$ cat src/rtl/alu_pkg.sv
// ---------------------------------------------------------------------------
// alu_pkg
// Shared definitions for the 32-bit ALU and its sequencing controller:
//   - ALU_WIDTH  : default datapath width of the ALU
//   - CMD_*      : 3-bit ALU command encodings
//   - op_e       : request operation codes accepted by alu_seq_ctrl
//   - state_e    : controller FSM states
// ---------------------------------------------------------------------------
package alu_pkg;

  localparam int ALU_WIDTH = 32;

  localparam logic [2:0] CMD_ADD  = 3'b000;
  localparam logic [2:0] CMD_SUB  = 3'b001;
  localparam logic [2:0] CMD_XOR  = 3'b010;
  localparam logic [2:0] CMD_SLT  = 3'b011;
  localparam logic [2:0] CMD_AND  = 3'b100;
  localparam logic [2:0] CMD_NAND = 3'b101;
  localparam logic [2:0] CMD_NOR  = 3'b110;
  localparam logic [2:0] CMD_OR   = 3'b111;

  typedef enum logic [1:0] {
    OP_SINGLE = 2'b00,
    OP_MULU   = 2'b01,
    OP_DIVU   = 2'b10,
    OP_REMU   = 2'b11
  } op_e;

  typedef enum logic [1:0] {
    S_IDLE = 2'b00,
    S_EXEC = 2'b01,
    S_ITER = 2'b10,
    S_DONE = 2'b11
  } state_e;

endpackage

$ cat src/rtl/alu_seq_ctrl.sv
// ---------------------------------------------------------------------------
// alu_seq_ctrl
// Sequencing front end for an external combinational ALU. Accepts requests
// over a valid/ready channel, drives the ALU operand/command interface and
// returns result plus flags over a valid/ready response channel. SINGLE ops
// take one ALU cycle; MULU/DIVU/REMU iterate ALU ADD/SUB for WIDTH cycles.
//
// Ports:
//   clk, rst_n                 clock, asynchronous active-low reset
//   req_valid/req_ready        request handshake
//   req_op, req_cmd            operation and ALU command (SINGLE only)
//   req_a, req_b               operands
//   rsp_valid/rsp_ready        response handshake
//   rsp_result, rsp_carryout,
//   rsp_zero, rsp_overflow,
//   rsp_divzero                response payload
//   alu_operandA/B, alu_command  drive to the ALU
//   alu_result, alu_carryout,
//   alu_zero, alu_overflow     returned from the ALU (same cycle)
// ---------------------------------------------------------------------------
module alu_seq_ctrl
  import alu_pkg::*;
#(
  parameter int WIDTH = ALU_WIDTH,
  parameter int CNT_W = 5
) (
  input  logic             clk,
  input  logic             rst_n,
  input  logic             req_valid,
  output logic             req_ready,
  input  logic [1:0]       req_op,
  input  logic [2:0]       req_cmd,
  input  logic [WIDTH-1:0] req_a,
  input  logic [WIDTH-1:0] req_b,
  output logic             rsp_valid,
  input  logic             rsp_ready,
  output logic [WIDTH-1:0] rsp_result,
  output logic             rsp_carryout,
  output logic             rsp_zero,
  output logic             rsp_overflow,
  output logic             rsp_divzero,
  output logic [WIDTH-1:0] alu_operandA,
  output logic [WIDTH-1:0] alu_operandB,
  output logic [2:0]       alu_command,
  input  logic [WIDTH-1:0] alu_result,
  input  logic             alu_carryout,
  input  logic             alu_zero,
  input  logic             alu_overflow
);

  state_e           state_q, state_d;
  op_e              op_q, op_d;
  logic [2:0]       cmd_q, cmd_d;
  // opa: operand A / multiplicand (mc) / dividend-quotient shift reg (q)
  // opb: operand B / multiplier (mp) / divisor
  // acc: product accumulator / partial remainder (r)
  logic [WIDTH-1:0] opa_q, opa_d;
  logic [WIDTH-1:0] opb_q, opb_d;
  logic [WIDTH-1:0] acc_q, acc_d;
  logic [CNT_W-1:0] cnt_q, cnt_d;
  logic [WIDTH-1:0] res_q, res_d;
  logic             carry_q, carry_d;
  logic             zero_q, zero_d;
  logic             ovf_q, ovf_d;
  logic             divz_q, divz_d;

  logic [WIDTH-1:0] remShift;
  logic             remGe;
  logic [WIDTH-1:0] finalRes;

  // Division step: shift the next dividend bit into the partial remainder.
  // The bit shifted out of r makes rs a WIDTH+1 bit value, so rs >= b holds
  // whenever that bit is set, regardless of the ALU subtraction carry.
  assign remShift = {acc_q[WIDTH-2:0], opa_q[WIDTH-1]};
  assign remGe    = acc_q[WIDTH-1] | alu_carryout;

  assign req_ready    = (state_q == S_IDLE);
  assign rsp_valid    = (state_q == S_DONE);
  assign rsp_result   = res_q;
  assign rsp_carryout = carry_q;
  assign rsp_zero     = zero_q;
  assign rsp_overflow = ovf_q;
  assign rsp_divzero  = divz_q;

  // ALU drive: quiet (ADD 0,0) except while executing or iterating.
  always_comb begin
    alu_operandA = '0;
    alu_operandB = '0;
    alu_command  = CMD_ADD;
    case (state_q)
      S_EXEC: begin
        alu_operandA = opa_q;
        alu_operandB = opb_q;
        alu_command  = cmd_q;
      end
      S_ITER: begin
        if (op_q == OP_MULU) begin
          alu_operandA = acc_q;
          alu_operandB = opa_q;
          alu_command  = CMD_ADD;
        end else begin
          alu_operandA = remShift;
          alu_operandB = opb_q;
          alu_command  = CMD_SUB;
        end
      end
      default: ;
    endcase
  end

  // Next-state and datapath update for all four states.
  always_comb begin
    state_d  = state_q;
    op_d     = op_q;
    cmd_d    = cmd_q;
    opa_d    = opa_q;
    opb_d    = opb_q;
    acc_d    = acc_q;
    cnt_d    = cnt_q;
    res_d    = res_q;
    carry_d  = carry_q;
    zero_d   = zero_q;
    ovf_d    = ovf_q;
    divz_d   = divz_q;
    finalRes = '0;
    case (state_q)
      S_IDLE: begin
        if (req_valid) begin
          op_d    = op_e'(req_op);
          cmd_d   = req_cmd;
          opa_d   = req_a;
          opb_d   = req_b;
          acc_d   = '0;
          cnt_d   = '0;
          carry_d = 1'b0;
          ovf_d   = 1'b0;
          divz_d  = 1'b0;
          case (op_e'(req_op))
            OP_SINGLE: state_d = S_EXEC;
            OP_MULU:   state_d = S_ITER;
            default: begin
              if (req_b == '0) begin
                // Divide by zero short-circuits with RISC-V style results.
                finalRes = (op_e'(req_op) == OP_DIVU) ? '1 : req_a;
                res_d    = finalRes;
                zero_d   = (finalRes == '0);
                divz_d   = 1'b1;
                state_d  = S_DONE;
              end else begin
                state_d = S_ITER;
              end
            end
          endcase
        end
      end
      S_EXEC: begin
        res_d   = alu_result;
        carry_d = alu_carryout;
        zero_d  = alu_zero;
        ovf_d   = alu_overflow;
        state_d = S_DONE;
      end
      S_ITER: begin
        if (op_q == OP_MULU) begin
          if (opb_q[0]) acc_d = alu_result;
          opa_d = opa_q << 1;
          opb_d = opb_q >> 1;
        end else begin
          acc_d = remGe ? alu_result : remShift;
          opa_d = {opa_q[WIDTH-2:0], remGe};
        end
        cnt_d = cnt_q + 1'b1;
        if (cnt_q == '1) begin
          finalRes = (op_q == OP_DIVU) ? opa_d : acc_d;
          res_d    = finalRes;
          zero_d   = (finalRes == '0);
          carry_d  = 1'b0;
          ovf_d    = 1'b0;
          state_d  = S_DONE;
        end
      end
      S_DONE: begin
        if (rsp_ready) state_d = S_IDLE;
      end
      default: state_d = S_IDLE;
    endcase
  end

  // State and datapath registers; reset discards any in-flight operation.
  always_ff @(posedge clk or negedge rst_n) begin
    if (!rst_n) begin
      state_q <= S_IDLE;
      op_q    <= OP_SINGLE;
      cmd_q   <= CMD_ADD;
      opa_q   <= '0;
      opb_q   <= '0;
      acc_q   <= '0;
      cnt_q   <= '0;
      res_q   <= '0;
      carry_q <= 1'b0;
      zero_q  <= 1'b0;
      ovf_q   <= 1'b0;
      divz_q  <= 1'b0;
    end else begin
      state_q <= state_d;
      op_q    <= op_d;
      cmd_q   <= cmd_d;
      opa_q   <= opa_d;
      opb_q   <= opb_d;
      acc_q   <= acc_d;
      cnt_q   <= cnt_d;
      res_q   <= res_d;
      carry_q <= carry_d;
      zero_q  <= zero_d;
      ovf_q   <= ovf_d;
      divz_q  <= divz_d;
    end
  end

endmodule

$ cat config.mk
export PLATFORM = sky130hd
export DESIGN_NAME = alu_seq_ctrl
export DESIGN_NICKNAME = d
export VERILOG_FILES = /design/src/rtl/alu_pkg.sv /design/src/rtl/alu_seq_ctrl.sv
export SDC_FILE = /design/constraint.sdc
export NUM_CORES = 1
export LEC_CHECK = 0
export BUFFER_PORTS_ARGS = -buffer_cell sky130_fd_sc_hd__buf_2
export CAP_MARGIN = 25
export CORE_AREA = 3 3 154 156
export DETAILED_ROUTE_END_ITERATION = 8
export DIE_AREA = 0 0 157 159
export MAX_ROUTING_LAYER = met4
export PLACE_DENSITY = 0.63
export SLEW_MARGIN = 0
export SYNTH_ARGS = -nofsm -noshare
export SYNTH_HDL_FRONTEND = slang
export SYNTH_SLANG_ARGS = --single-unit
$ cat constraint.sdc
create_clock -name clk -period 4 [get_ports clk]
set_clock_uncertainty 0.15 [all_clocks]
set_input_delay 1 -clock clk [delete_from_list [all_inputs] [get_ports clk]]
set_output_delay 1 -clock clk [all_outputs]
set_load 0.05 [all_outputs]
# Yosys cells after proc, flatten, opt, wreduce, memory -nomap -nowiden
# Index checks and enable logic that the tools add are counted.
[totals] reg_bits=144 input_bits=108 elab_cells=87
[op_classes] add_sub_neg=1 n_eq_ne=14 mux=45 bitwise_logic=1 reduce_logical=14
[ops] cell="$mux W32" n=17
[ops] cell="$pmux W32 S2" n=5
[ops] cell="$logic_not A32 Y1" n=3
[ops] cell="$pmux W32 S3" n=1
[ops] cell="$mux W1" n=11
[ops] cell="$pmux W5 S2" n=1
[ops] cell="$pmux W1 S3" n=3
[ops] cell="$reduce_and A3 Y1" n=3
[ops] cell="$eq A2 B2 Y1 const B" n=4
[ops] cell="$ne A2 B2 Y1 const B" n=4
[ops] cell="$pmux W2 S4" n=1
[ops] cell="$eq A2 B1 Y1 const B" n=3
[ops] cell="$mux W2" n=3
[ops] cell="$pmux W3 S2" n=1
[ops] cell="$add A5 B1 Y5 const B" n=1
[ops] cell="$eq A5 B5 Y1 const B" n=1
[ops] cell="$mux W5" n=1
[ops] cell="$reduce_and A5 Y1" n=1
[ops] cell="$logic_not A2 Y1" n=2
[ops] cell="$ne A2 B1 Y1 const B" n=2
[ops] cell="$pmux W2 S2" n=1
[ops] cell="$reduce_and A2 Y1" n=2
[ops] cell="$reduce_bool A3 Y1" n=1
[ops] cell="$reduce_bool A2 Y1" n=1
[ops] cell="other kinds (2)" n=2

# Logic depth before layout (Yosys ltp)
# Gate-level depths: netlist of the first run.
[depth] depth_word=8 depth_mapped=10 depth_no_buf=9

# Worst setup path after synthesis of the first run
# OpenSTA, ideal clock, no wires.
[synth_timing] kind="register to output" start="reg state_q[0]" end="out alu_operandB[10]" arrival_time_ns=2.491 t_required_ns=2.850 setup_slack_ns=0.359 path_stages_with_launch=10 path_buffers=5 path_cell_list="dfrtp_1 inv_1 ha_1 clkbuf_1 inv_1 clkbuf_1 clkbuf_1 buf_1 buf_1 nor2_1"
[synth_between] elab_chain_cells=2 elab_cells_between_ends=3 cone_classes="eq/ne (2); mux (1)"
[synth_rtl] item="start, declared" line="alu_seq_ctrl.sv:51" rtl="state_e state_q, state_d;"
[synth_rtl] item="start signal, assigned" line="alu_seq_ctrl.sv:205" rtl="state_q <= state_d;"
[synth_rtl] item="$eq A2 B2 Y1 or $eq A2 B1 Y1 (tied branches)" line="alu_seq_ctrl.sv:90" rtl="case (state_q)"
[synth_rtl] item="$pmux W32 S2 (*)" line="alu_seq_ctrl.sv:90"
[synth_rtl] item="end, declared" line="alu_seq_ctrl.sv:43" rtl="output logic [WIDTH-1:0] alu_operandB,"
# Every way passes the cells marked *; elsewhere a longest branch is shown, timed or not.

# Worst setup path after layout of the first run
[layout_timing] start="reg state_q[1]" end="out alu_operandA[22]"
[layout_between] elab_chain_cells=2 elab_cells_between_ends=3 cone_classes="eq/ne (2); mux (1)"
[layout_rtl] item="$eq A2 B2 Y1 or $eq A2 B1 Y1 (tied branches)" line="alu_seq_ctrl.sv:90"
[layout_rtl] item="$pmux W32 S2 (*)" line="alu_seq_ctrl.sv:90"
[layout_rtl] item="end, declared" line="alu_seq_ctrl.sv:42" rtl="output logic [WIDTH-1:0] alu_operandA,"
# Marks and branches as above.

==> impl_metrics.py, run 1 <==
metrics = {
    "timing": {
        "worstMarginPinSlew_ns": 0.931,
        "setup_viol": 0,
        "max_freq_ghz": 0.259,
        "hold_slack_ns": 0.324,
        "setup_tns_ns": 0,
        "rsz0062_at_grt": "false",
        "relSlewSlack": 0.377,
        "min_period_ns": 3.86,
        "min_period_over_period": 0.965,
        "hold_viol": 0,
        "drv_slew": 0,
    },
    "synth": {
        "ys_top_cells_by_area": "dfrtp_1 (40%), mux2i_1 (6.9%), nand2_1 (6.8%), a21oi_1 (5.9%), nor2_1 (5.9%)",
        "synth_cell_types": 47,
        "netlist.area_leader.share": 0.404,
        "synth_ff_type": "dfrtp_1",
        "yosysMostFrequentCell": "nand2_1",
        "synth_warnings": 0,
        "syn_nets": 1189,
        "synth_async_sr_flop_share": 1.00,
        "synth_common_cells": "nand2_1 (162), dfrtp_1 (144), nor2_1 (140), a21oi_1 (105), o21ai_0 (88)",
        "synth_top_area_cell": "dfrtp_1",
        "ys_seq_area_frac": 0.404,
        "syn_area_per_cell_um2": 8.31,
        "syn_area_mm2": 0.00893,
        "synth-seq-cells": 144,
        "synth_edf_count": 0,
        "synthCells": 1074,
    },
    "critical_path": {
        "start_kind": "register",
        "worst_ep_arrival_time_ns": 2.71,
        "worst-setup-path-type": "register to output port",
        "cp_max_fo": 30,
        "reg2reg_depth": 9,
        "cp-end-kind": "output port",
        "required_ns": 2.85,
    },
    "place": {
        "dpl.hpwl_um": 24800,
        "portBuffers": 212,
        "globalplace.congestion": 0.932,
    },
    "finish": {
        "syn_to_final_growth_pct": 23.6,
        "drive_above_1_share": 0.251,
        "nNetsFinal": 1363,
    },
    "grt": {
        "grtUsageTotal": 0.280,
        "grt_pass1_vias": 8698,
        "grt_antenna_before_repair": 2,
        "grt_max_degree": 74,
        "grt_pass1_wl_um": 52700,
        "grt.overflow.total": 0,
    },
    "route": {
        "via_per_inst": 6.08,
        "routed_wl_um": 34500,
        "drt_iter0_drc": 1087,
        "routed.top_layer": "met4",
        "dr_wl_met2_um": 14600,
        "vias": 9411,
        "met3_length_um": 3910,
        "routedWlPerCell_um": 22.3,
        "wl_met1_um": 14900,
        "drc": 0,
        "dr.pass1.iters": 8,
        "antenna_left": 0,
    },
    "die": {
        "core-area_mm2": 0.0225,
        "dieArea_mm2": 0.0250,
        "num_rows": 55,
        "start_util": 0.397,
        "die_h_um": 159,
        "die_x_um": 157,
        "ios": 213,
    },
    "run_status": {
        "status": "finished clean",
    },
    "clock_tree": {
        "clock_latency_ns": 0.43,
        "post_cts_resize_count": 0,
        "clockBufferDepth": 2,
        "cts.sinks": 144,
        "numCtsBuffers": 17,
        "path_clk_slew_ns": 0.06,
        "tritoncts": "done",
        "post_cts_buffers": 0,
        "hold_buffers": 0,
        "cts_max_level": 4,
        "cts-root-buf": "clkbuf_16",
    },
    "run": {
        "maxCapViolations": 0,
    },
    "min_path": {
        "holdPathStages": 2,
        "hp-class": "register to register",
    },
}
## final cells by class
| cell class | count | area (um2) |
|---|---|---|
| timing repair buffer | 247 | 1400 |
| fill | 2189 | 11500 |
| sequential | 144 | 3600 |
| tap | 285 | 357 |
| inverter | 10 | 37.5 |
| multi-input combinational | 828 | 4980 |
| antenna | 2 | 5.00 |
| clock buffer | 19 | 453 |
| clock inverter | 13 | 200 |
## state kept, by name, indices dropped and copies added, names as in the netlist
| signal | cells |
|---|---|
| state_q | 2 |
| op_q | 2 |
| rsp_zero | 1 |
| rsp_overflow | 1 |
| rsp_result | 32 |
| rsp_divzero | 1 |
| cnt_q | 5 |
| cmd_q | 3 |
| rsp_carryout | 1 |
| opa_q | 32 |
| acc_q | 32 |
| opb_q | 32 |
## path summary, 6_finish.rpt
check,startpoint,end,slack (ns)
max,state_q[1]$_DFFE_PN0P_,alu_operandA[22],0.14
min,rsp_result[8]$_DFFE_PN0P_,rsp_result[8]$_DFFE_PN0P_,0.32
max reg2reg,op_q[1]$_DFFE_PN0P_,rsp_zero$_DFFE_PN0P_,0.59
min reg2reg,rsp_result[8]$_DFFE_PN0P_,rsp_result[8]$_DFFE_PN0P_,0.32
max in group asynchronous,rst_n,opa_q[18]$_DFFE_PN0P_,2.42
min in group asynchronous,rst_n,acc_q[28]$_DFFE_PN0P_,0.44
## logic make-up after synthesis
group                    share of synthesized area
AO/OA/AOI/OAI                                0.260
buffers and inverters                       0.0446
adder cells (fa/ha/maj)                    0.00981
flip-flops                                   0.404
AND/OR/NAND/NOR                              0.186
multiplexers                                0.0964
## stage by stage
step | std cells | util | cell area (um2) | worst slack, ns
detailed placement | 1513 | 0.460 | 10400 | 0.516
CTS | 1545 | 0.489 | 11000 | 0.196
finish | 1548 | 0.490 | 11000 | 0.140
global route | 1548 | 0.490 | 11000 | 0.00978
global placement | 1513 | 0.460 | 10400 | 0.464
floorplan | 1074 | - | 8930 | 0.359
## layer usage
metal | global-route usage | vias to the layer above
met1 | 0.404 | 4491
met3 | 0.0693 | 78
met5 | - | -
met4 | 0.0899 | 0
met2 | 0.383 | 580
li1 | - | 4262
## worst max-delay path, stage by stage, from the launching register on
cell and delay (ns):
dfrtp_1 0.43, inv_1 0.12, ha_1 0.62, inv_2 0.28
buf_12 0.26, buf_4 0.19, nor2_1 0.12, buf_2 0.27
## placed cells by master, fill, tap and decap left out, types with 3 or more instances in the layout
master	instances
nor2b_1	3
o21ai_0	86
nor2_1	139
buf_12	4
a21oi_1	104
a22oi_1	34
o31ai_1	19
and3_1	7
o22ai_1	10
a221oi_1	11
and2_1	18
nand3_1	5
a221o_1	34
nand4_1	4
buf_2	211
inv_1	9
nand2_1	162
dfrtp_1	144
buf_4	30
clkbuf_16	18
mux2_2	20
mux2i_1	62
nor4_1	22
nand2b_1	8
ha_1	5
nor3_1	5
bufinv_16	4
a22o_1	32
o311ai_0	3
a311oi_1	3
a21o_1	4
clkinvlp_4	3
Power of run 1 is left out: the tool's default activity adds up to more than one toggle a clock period on the data nets, which glitch-free logic cannot reach.
==> inputs of run 2 (changes only) <==
--- a/config.mk
+++ b/config.mk
@@ -7,9 +7,10 @@
 export LEC_CHECK = 0
 export BUFFER_PORTS_ARGS = -buffer_cell sky130_fd_sc_hd__buf_2
 export CAP_MARGIN = 25
-export CORE_AREA = 3 3 154 156
+export CORE_AREA = 3 3 141 170
+export CTS_CLUSTER_SIZE = 24
 export DETAILED_ROUTE_END_ITERATION = 8
-export DIE_AREA = 0 0 157 159
+export DIE_AREA = 0 0 144 173
 export MAX_ROUTING_LAYER = met4
 export PLACE_DENSITY = 0.63
 export SLEW_MARGIN = 0
==> impl_metrics.py, run 2 (synthesis gave the netlist of run 1 again) <==
metrics = {
    "run_status": {
        "status": "finished clean",
    },
    "min_path": {
        "holdPathStages": 2,
        "hp-class": "register to register",
        "holdCritStartpoint": "rsp_result[21]$_DFFE_PN0P_",
        "holdPathEnd": "rsp_result[21]$_DFFE_PN0P_",
    },
    "clock_tree": {
        "clockBufferDepth": 2,
        "numCtsBuffers": 17,
        "path_clk_slew_ns": 0.06,
        "post_cts_buffers": 0,
        "hold_buffers": 0,
        "cts_max_level": 4,
        "cts.sinks": 144,
        "clock_latency_ns": 0.44,
        "cts-root-buf": "clkbuf_16",
        "post_cts_resize_count": 0,
        "tritoncts": "done",
    },
    "die": {
        "ios": 213,
        "num_rows": 60,
        "die_h_um": 173,
        "core-area_mm2": 0.0224,
        "dieArea_mm2": 0.0249,
        "die_x_um": 144,
        "start_util": 0.398,
    },
    "timing": {
        "relSlewSlack": 0.438,
        "hold_viol": 0,
        "max_freq_ghz": 0.267,
        "worstMarginPinSlew_ns": 0.843,
        "setup_viol": 0,
        "drv_slew": 0,
        "min_period_over_period": 0.938,
        "min_period_ns": 3.75,
        "rsz0062_at_grt": "false",
        "setup_tns_ns": 0,
    },
    "grt": {
        "grt_pass1_wl_um": 52300,
        "grtUsageTotal": 0.277,
        "grt_antenna_before_repair": 2,
        "grt_pass1_vias": 8908,
        "grt.overflow.total": 0,
        "grt_max_degree": 103,
    },
    "finish": {
        "final_cell_mix": "buf_2 (211), nand2_1 (162), dfrtp_1 (144)",
        "nFillCells": 2144,
        "syn_to_final_growth_pct": 22.9,
        "drive_above_1_share": 0.249,
        "final_common_cell": "buf_2",
        "nNetsFinal": 1362,
    },
    "route": {
        "drt_iter0_drc": 978,
        "routed_wl_um": 33900,
        "via_per_inst": 6.03,
        "dr_wl_met2_um": 15300,
        "vias": 9296,
        "drc": 0,
        "met3_length_um": 3100,
        "routed.top_layer": "met4",
        "antenna_left": 0,
        "dr.pass1.iters": 7,
        "routedWlPerCell_um": 22.0,
        "wl_met1_um": 14100,
    },
    "critical_path": {
        "worst-setup-path-type": "register to output port",
        "worst_ep_arrival_time_ns": 2.60,
        "rr_startpoint": "state_q[0]$_DFFE_PN0P_",
        "r2r_slack_ns": 0.74,
        "required_ns": 2.85,
        "cp-end-kind": "output port",
        "reg2reg_depth": 8,
        "start_kind": "register",
        "cp_max_fo": 31,
        "cp-startpoint": "op_q[1]$_DFFE_PN0P_",
        "r2r-end": "rsp_result[9]$_DFFE_PN0P_",
    },
    "run": {
        "maxCapViolations": 0,
    },
    "place": {
        "dpl.hpwl_um": 24600,
        "portBuffers": 212,
        "globalplace.congestion": 0.952,
    },
}
[run 2: final cells by class]
| type | instances | area, um2 | share of cell area |
|---|---|---|---|
| Tap cell | 279 | 349 | 0.0318 |
| Clock buffer | 18 | 429 | 0.0391 |
| Multi-Input combinational cell | 828 | 4980 | 0.454 |
| Antenna cell | 2 | 5.00 | 0.000456 |
| Sequential cell | 144 | 3600 | 0.328 |
| Timing Repair Buffer | 246 | 1380 | 0.126 |
| Inverter | 10 | 37.5 | 0.00342 |
| Clock inverter | 14 | 183 | 0.0166 |
[run 2: through the flow]
step | hold WS [ns] | cell area, um2 | cells | utilization | setup slack (ns)
after floorplan | 0.321 | 8930 | 1074 | - | 0.359
after global placement | 0.309 | 10300 | 1505 | 0.460 | 0.387
after detailed placement | 0.320 | 10300 | 1506 | 0.461 | 0.370
after CTS | 0.335 | 11000 | 1538 | 0.488 | 0.241
after global routing | 0.346 | 11000 | 1541 | 0.489 | 0.0431
final | 0.325 | 11000 | 1541 | 0.489 | 0.249
[run 2: how the worst max path moves through the flow]
stage	end	slack, ns	cells after the start
after floorplan	alu_operandB[10]	0.36	9
after global routing	alu_operandB[3]	0.04	7
final	alu_operandB[17]	0.25	7
after CTS	alu_operandB[5]	0.24	7
after detailed placement	rsp_result[15]$_DFFE_PN0P_	0.37	8
after global placement	rsp_result[15]$_DFFE_PN0P_	0.39	7
[run 2: worst max-delay path, stage by stage (launching register included)]
cell,delay [ns]
dfrtp_1,0.48
nand2b_1,0.49
nand2_1,0.19
nand2b_1,0.13
buf_4,0.33
a22oi_1,0.11
nor2_1,0.15
buf_2,0.28
[run 2: layer usage]
layer  track usage  vias to the layer above
li1              -                     4250
met1         0.382                     4401
met2         0.406                      545
met3        0.0443                      100
met4         0.115                        0
met5             -                        -
Power of run 2 is left out for the same reason.
==> inputs of run 3 (changes only) <==
--- a/config.mk
+++ b/config.mk
@@ -13,6 +13,7 @@
 export DIE_AREA = 0 0 144 173
 export MAX_ROUTING_LAYER = met4
 export PLACE_DENSITY = 0.63
+export SKIP_LAST_GASP = 1
 export SLEW_MARGIN = 0
 export SYNTH_ARGS = -nofsm -noshare
 export SYNTH_HDL_FRONTEND = slang
==> constraint.sdc (replaced) <==
create_clock -name clk -period 3.81 [get_ports clk]
set_clock_uncertainty 0.15 [all_clocks]
set_input_delay 0.9525 -clock clk [delete_from_list [all_inputs] [get_ports clk]]
set_output_delay 0.9525 -clock clk [all_outputs]
set_load 0.05 [all_outputs]
==> impl_metrics.py, run 3 (synthesis gave the netlist of run 1 again) <==
metrics = {
    "place": {
        "portBuffers": 212,
        "placed_cells": 1511,
        "globalplace.congestion": 0.979,
        "dpl.hpwl_um": 24900,
    },
    "min_path": {
        "holdCritStartpoint": "rsp_result[29]$_DFFE_PN0P_",
        "holdPathEnd": "rsp_result[29]$_DFFE_PN0P_",
        "hp-class": "register to register",
        "holdPathStages": 2,
    },
    "die": {
        "dieArea_mm2": 0.0249,
        "core-area_mm2": 0.0224,
        "ios": 213,
        "start_util": 0.398,
        "die_x_um": 144,
        "num_rows": 60,
        "die_h_um": 173,
    },
    "grt": {
        "grtUsageTotal": 0.277,
        "grt_busiest_layer": "met2",
        "grt_pass1_vias": 8952,
        "grt_max_degree": 74,
        "grt_pass1_wl_um": 52300,
        "met1_usage": 0.378,
        "grt_antenna_before_repair": 1,
        "grt_use_met2": 0.410,
        "use_met3": 0.0495,
        "grt.overflow.total": 0,
    },
    "finish": {
        "syn_to_final_growth_pct": 23.2,
        "instances_no_fill": 1544,
        "drive_above_1_share": 0.252,
        "nFillCells": 2215,
        "nNetsFinal": 1366,
        "final_common_cell": "buf_2",
        "final_cell_mix": "buf_2 (211), nand2_1 (162), dfrtp_1 (144)",
    },
    "critical_path": {
        "crit_buf_inv": 2,
        "slowest_stage": "dfrtp_1",
        "reg2reg_depth": 9,
        "r2r_slack_ns": 0.65,
        "rr_startpoint": "op_q[1]$_DFFE_PN0P_",
        "worst-setup-path-type": "register to output port",
        "path_cells": "nand2b_1, buf_4, nand2_1, a21oi_1, a21oi_1, nor2_1, buf_2",
        "r2r-end": "rsp_zero$_DFFE_PN0P_",
        "start_kind": "register",
        "cp_max_fo": 27,
        "worst_ep_arrival_time_ns": 2.57,
        "cp_top_family": "simple AND/OR/NAND/NOR gates",
        "cp_common_cell": "a21oi_1",
        "cp-end-kind": "output port",
        "cp_slowest_stage_delay_ns": 0.50,
        "cp_num_cells": 7,
        "required_ns": 2.71,
    },
    "timing": {
        "setup_viol": 0,
        "hold_slack_ns": 0.323,
        "min_period_over_period": 0.964,
        "setup_tns_ns": 0,
        "relSlewSlack": 0.348,
        "hold_viol": 0,
        "max_freq_ghz": 0.272,
        "rsz0062_at_grt": "false",
        "drv_slew": 0,
        "min_period_ns": 3.67,
        "worstMarginPinSlew_ns": 0.974,
    },
    "clock_tree": {
        "numCtsBuffers": 17,
        "cts-root-buf": "clkbuf_16",
        "tritoncts": "done",
        "cts.sinks": 144,
        "post_cts_buffers": 0,
        "clockBufferDepth": 2,
        "cts_max_level": 4,
        "path_clk_slew_ns": 0.07,
        "hold_buffers": 0,
        "post_cts_resize_count": 0,
        "clock_latency_ns": 0.43,
    },
    "route": {
        "antenna_left": 0,
        "routed_wl_um": 34300,
        "via_per_inst": 6.05,
        "vias": 9334,
        "dr.pass1.iters": 6,
        "drt_iter0_drc": 902,
        "drc": 0,
        "routedWlPerCell_um": 22.2,
    },
    "run": {
        "maxCapViolations": 0,
    },
    "run_status": {
        "status": "finished clean",
    },
}
==> run 3: changes by cell type in the layout (fill, tap and decap cells not counted) <==
cell | previous run | this run
clkinv_2 | 0 | 1
clkinvlp_4 | 5 | 2
buf_8 | 1 | 0
bufinv_16 | 3 | 2
diode_2 | 2 | 1
inv_6 | 2 | 5
inv_8 | 1 | 0
buf_4 | 28 | 32
buf_12 | 4 | 5
clkbuf_1 | 1 | 0
clkbuf_8 | 0 | 2
==> run 3: worst min-delay path: stages (launching register included) <==
cell	delay, ns
dfrtp_1	0.34
nand2_1	0.05
o31ai_1	0.05
==> run 3: routing by layer <==
metal / part of all wire / vias up / wire (um)
met5: 0 / - / 0
met4: 0.037 / 0 / 1270
met3: 0.092 / 77 / 3150
met2: 0.45 / 524 / 15500
met1: 0.42 / 4468 / 14400
li1: - / 4265 / -
==> run 3: worst max-delay path by stage <==
stage	slack, ns	start	end
after floorplan	0.22	state_q[0]$_DFFE_PN0P_	alu_operandB[10]
after global placement	0.32	req_b[5]	rsp_zero$_DFFE_PN0P_
after detailed placement	0.37	req_b[5]	rsp_zero$_DFFE_PN0P_
after CTS	0.16	op_q[1]$_DFFE_PN0P_	alu_operandA[2]
after global routing	0.06	op_q[1]$_DFFE_PN0P_	alu_operandA[2]
final	0.14	op_q[1]$_DFFE_PN0P_	alu_operandA[2]
==> run 3: final cells by class <==
class	count	area, um2	share of cell area
inverters	10	37.5	0.00341
well taps	279	349	0.0317
multi-input cells	828	4980	0.453
repair buffers	250	1420	0.129
flip-flops and latches	144	3600	0.328
clock inverters	13	150	0.0137
diodes	1	2.50	0.000228
clock buffers	19	453	0.0412
==> run 3: metrics by stage <==
step,setup WS (ns),utilization,instance area (um2)
after global placement,0.325,0.462,10400
after floorplan,0.216,-,8930
after global routing,0.0550,0.490,11000
after CTS,0.163,0.490,11000
after detailed placement,0.370,0.463,10400
final,0.137,0.490,11000
Power of run 3 is left out for the same reason.
